--- config.mk ---
export PLATFORM = sky130hd
export DESIGN_NAME = id_range_dispatcher
export DESIGN_NICKNAME = d
export VERILOG_FILES = /design/src/rtl/id_range_dispatcher.sv
export SDC_FILE = /design/constraint.sdc
export NUM_CORES = 2
export LEC_CHECK = 0
export BUFFER_PORTS_ARGS = -buffer_cell sky130_fd_sc_hd__buf_4
export CORE_AREA = 2 2 517 519
export CTS_CLUSTER_DIAMETER = 50
export DETAILED_ROUTE_END_ITERATION = 8
export DIE_AREA = 0 0 519 521
export PLACE_DENSITY = 0.69
export SYNTH_ARGS = -nofsm -noshare
export SYNTH_HDL_FRONTEND = slang
export SYNTH_SLANG_ARGS = --single-unit
--- constraint.sdc ---
create_clock -name clock -period 10.3 [get_ports clock]
set_clock_uncertainty 0.1 [all_clocks]
set_input_delay 0 -clock clock [delete_from_list [all_inputs] [get_ports clock]]
set_output_delay 0 -clock clock [all_outputs]
set_load 0.02 [all_outputs]
--- src/rtl/id_range_dispatcher.sv ---
// id_range_dispatcher: buffers [start,end] ID ranges, splits them into bounded chunks
// and hands each chunk to the lowest-index idle scanner lane, accumulating lane sums.
module id_range_dispatcher #(
    parameter int W          = 48,
    parameter int NUM_LANES  = 8,
    parameter int DEPTH      = 16,
    parameter int CHUNK_LOG2 = 20
) (
    input  logic                             clock,
    input  logic                             reset,
    input  logic                             in_valid,
    output logic                             in_ready,
    input  logic [W-1:0]                     in_start,
    input  logic [W-1:0]                     in_end,
    input  logic                             in_last,
    output logic [NUM_LANES-1:0]             lane_load,
    output logic [NUM_LANES-1:0][W-1:0]      lane_start,
    output logic [NUM_LANES-1:0][W-1:0]      lane_end,
    input  logic [NUM_LANES-1:0]             lane_done,
    input  logic [NUM_LANES-1:0][W-1:0]      lane_sum,
    output logic [W-1:0]                     total_sum,
    output logic [7:0]                       err_count,
    output logic [$clog2(DEPTH):0]           fifo_count,
    output logic                             done
);
    localparam int AW = $clog2(DEPTH);
    localparam logic [W:0] SPAN = (W+1)'({CHUNK_LOG2{1'b1}});

    logic [W-1:0] mem_start [DEPTH];
    logic [W-1:0] mem_end [DEPTH];
    logic [AW-1:0] wr_ptr, rd_ptr;
    logic [AW:0] count_n;
    logic closed, closed_n, cur_valid;
    logic [W-1:0] cur_start, cur_end, chunk_end, done_sum;
    logic [W:0] chunk_lim;
    logic [NUM_LANES-1:0] busy, load;
    logic take, push, pop, dispatch;

    assign take = in_valid && in_ready;
    assign push = take && in_start <= in_end;
    assign pop = !cur_valid && fifo_count != '0;
    assign count_n = fifo_count + (AW+1)'(push) - (AW+1)'(pop);
    assign closed_n = closed || (take && in_last);
    // W+1-bit limit keeps chunks near the top of the ID space from wrapping
    assign chunk_lim = {1'b0, cur_start} + SPAN;
    assign chunk_end = (chunk_lim > {1'b0, cur_end}) ? cur_end : chunk_lim[W-1:0];
    // lowest clear bit of busy selects the lowest-index idle lane
    assign load = cur_valid ? (~busy & (busy + NUM_LANES'(1))) : '0;
    assign dispatch = |load;

    always_comb begin
        done_sum = '0;
        for (int i = 0; i < NUM_LANES; i++)
            done_sum = done_sum + ((busy[i] && lane_done[i]) ? lane_sum[i] : '0);
    end

    always_ff @(posedge clock) begin
        if (push) begin
            mem_start[wr_ptr] <= in_start;
            mem_end[wr_ptr] <= in_end;
        end
    end

    always_ff @(posedge clock) begin
        if (reset) begin
            wr_ptr <= '0;
            rd_ptr <= '0;
            fifo_count <= '0;
            closed <= 1'b0;
            in_ready <= 1'b0;
            cur_valid <= 1'b0;
            cur_start <= '0;
            cur_end <= '0;
            busy <= '0;
            lane_load <= '0;
            lane_start <= '0;
            lane_end <= '0;
            total_sum <= '0;
            err_count <= '0;
            done <= 1'b0;
        end else begin
            if (push)
                wr_ptr <= wr_ptr + AW'(1);
            if (take && in_start > in_end && err_count != 8'hff)
                err_count <= err_count + 8'd1;
            fifo_count <= count_n;
            closed <= closed_n;
            in_ready <= (count_n < (AW+1)'(DEPTH)) && !closed_n;
            if (pop) begin
                cur_valid <= 1'b1;
                cur_start <= mem_start[rd_ptr];
                cur_end <= mem_end[rd_ptr];
                rd_ptr <= rd_ptr + AW'(1);
            end else if (dispatch) begin
                if (chunk_end == cur_end)
                    cur_valid <= 1'b0;
                else
                    cur_start <= chunk_end + W'(1);
            end
            busy <= (busy & ~lane_done) | load;
            lane_load <= load;
            for (int i = 0; i < NUM_LANES; i++) begin
                if (load[i]) begin
                    lane_start[i] <= cur_start;
                    lane_end[i] <= chunk_end;
                end
            end
            total_sum <= total_sum + done_sum;
            if (closed && fifo_count == '0 && !cur_valid && (busy & ~lane_done) == '0)
                done <= 1'b1;
        end
    end
endmodule
==> metrics.txt <==
first-pass GRT wire length 642000 um; final core utilization 51.6%; Worst setup SP type flip-flop; clk slew on worst S/H paths 0.06 ns; Die Footprint between 0.2 and 0.3 mm2; post-synth top area share 41.7%; R2R setup slack ~1.6 ns; worst relative slew slack a little under a tenth; CTS Buffer Depth 4; # setup viols final 0; chip width 519 um; CTS sink cnt 2493; Initial DRT Pass Iterations 8; RSZ-0062 raised after global routing false; PD cells 242 mW/mm2; Initial Utilization 41.8%; max_cap viols 0; Crit path largest cell delay about 1.1 ns; Unique masters post-synth 97; mapped cell area between 0.1 and 0.15 mm2; CP max stage cell nor4_1; IO Pins 1331; Crit Path Max Fanout 33; Synth area leaders edfxtp_1 (42%), dfxtp_1 (17%), mux4_2 (9.8%); worst skew pair latency 0.89 ns; placed wire-length estimate 328000 um; CTS tree built; asr flop ratio synth 0%; Layout Area Growth over Synthesis 23.5%; commonest cells in the synthesized netlist nand2_1 (1878), edfxtp_1 (1536), dfxtp_1 (957), a21oi_1 (952), inv_1 (509); worst path required time around 11 ns; Buffers on Ports approximately 1300; core area 0.264 mm2; grt ovf 0; status finished, final reports clean; final wirelength 471000 um; fin crit period 8.66 ns; yosys warns 0; # nets final 11300; gpl congestion 1.06; Crit. End Element flip-flop; vias in the first global route 79100; row cnt 189; CTS resizes 0; period utilization 84.1%; pin count of the biggest net entering global routing 208; Slew Limit Fails 0; Post-CTS Setup Inserts 0; Worst Path Arrival approximately 9 ns; prevailing post-synth register cell edfxtp_1; Worst Hold Class in -> reg; slew at the pin with the worst max-slew slack 1.36 ns; final hold violations 0; highest clock rate 115 MHz; CP delay by family, top simple AND/OR/NAND/NOR gates; cell with the most instances after synthesis nand2_1; Synth Instances 8891; number of flops mapped to enable cells by yosys about 1500; TNS Setup 0 ns; #FFs+latches synth 2493; Setup CP Type reg -> reg; Die H about 520 um; Critical Path Most Common Cell buf_4; Num CTS Buffers 300; Clock Tree Root clkbuf_16; routed len/inst 33.4 um; Starting DRT DRC Count 12600; post-synth top area cell edfxtp_1; Total Power ~33 mW; Final ANT Viol Nets 0; All-Layer GR Usage 33.9%; sequential share of the synthesized area 59.1%; Post-Syn Area per Cell 12.4 um2; crit path buf inv count 6; leakage around 50 nW; Synth Net Count around 10000; DRC violations left 0; Vias 83600; share of layout cells above drive strength 1 24.1%; initial antenna violation count 100; routed vias/inst 5.92; Max H-tree Level 5; VDD IR max 283 uV
## worst register-to-register path: stages (launching register included)
cell	delay (ns)
dfxtp_1	0.48
inv_1	0.19
ha_1	0.25
nor3b_1	0.57
nand3_1	0.15
buf_4	0.26
o311ai_0	0.51
nand3_1	0.36
ha_1	0.42
nand4_1	0.17
nor4_1	1.07
a311oi_1	0.28
or2_2	0.67
nand2_1	0.20
buf_4	0.41
a21oi_1	0.13
buf_4	0.19
inv_1	0.08
ha_1	0.17
buf_4	0.19
nand2_1	0.10
nor3_1	0.31
o2111ai_1	0.19
a22oi_1	0.53
nand4_1	0.20
xor2_1	0.22
o22ai_1	0.13
## power by group
group,internal [mW],total (mW),switching (mW),leakage [nW]
Combinational,3.50,10.8,7.28,24.1
Sequential,11.0,11.6,0.663,21.6
Clock,6.27,10.6,4.35,4.80
Total,20.7,33.0,12.3,50.4
## worst paths after layout
check	from	end	cells after the start
setup reg to reg	cur_start[0]	cur_start[44]	26
setup / recovery	cur_start[0]	cur_start[44]	26
hold reg to reg	lane_end[61]	lane_end[61]	2
hold / removal	in_start[0]	mem_start[12][0]	2
## cells in the final DEF (no fill, tap or decap), types with 16 or more instances in the layout
master and instances:
nand2_1 1877, edfxtp_1 1536, buf_4 1492, a21oi_1 951, dfxtp_1 940, inv_1 508
mux4_2 480, fa_1 326, clkbuf_16 307, and3_1 257, dlygate4sd3_1 212, nor2_1 170
ha_1 158, nand3_1 105, xnor2_1 88, o21ai_0 74, nand4_1 68, clkbuf_1 58
a21o_1 52, xor2_1 52, nor3_1 49, diode_2 45, a211oi_1 37, nor4_1 36
clkinv_1 30, clkinv_2 29, nand2b_1 25, o21ai_1 25, a22oi_1 24, bufinv_16 23
clkbuf_8 22, or3_1 21, nor2b_1 19, o21a_1 19, a31oi_1 19, or4_1 18
o211ai_1 18, nor2_4 17, o31ai_1 16
## routing by layer
layer  GRT usage [%]  wire [um]  vias to the layer above
li1                -          -                    34600
met1            48.1     191000                    42400
met2            49.5     204000                     5600
met3            9.30      56100                      928
met4            12.7      20400                       54
met5               0        331                        -
## sequential cells by signal (all words and copies together) (netlist names), named ones only
register    flops
mem_start     768
closed          1
lane_load       8
rd_ptr          4
total_sum      48
cur_start      48
mem_end       768
fifo_count      5
in_ready        1
done            1
lane_start    384
lane_end      384
cur_valid       1
cur_end        48
busy            8
err_count       8
wr_ptr          4
## kinds of logic after synthesis
group	synth area share (%)
and+or+nand+nor	10.9
xor gates and xnor gates	1.39
adders and majority gates	7.69
buffers and inverters	3.85
AOI/OAI and AO/OA	7.20
muxes	9.90
DFF	59.1
## stage by stage
step           worst slack, ns  hold slack (ns)  std cells  cell area [um2]
6_report                  1.64           0.0515      14100           137000
5_1_grt                   1.21           0.0405      14100           136000
4_1_cts                   2.03         0.000722      14100           136000
3_5_place_dp              2.05            0.208      13300           124000
3_3_place_gp              2.14            0.193      13300           124000
2_1_floorplan            0.572         -0.00113       8891           111000
## timing repair
item / in CTS / in global routing
hold buffers: 212 / 0
hold endpoints to repair: 1670 / 0
endpoints found under the setup margin: 0 / 0
## final cells by class
cell class,count,area [um2]
clock inverters,146,1700
clock buffers,387,8200
diodes,45,113
repair buffers,1719,13600
well taps,3533,4420
flip-flops and latches,2493,65300
inverters,509,1910
multi-input cells,5276,41200
fillers,22400,128000
No activity file was read; power rests on OpenSTA's default activity.
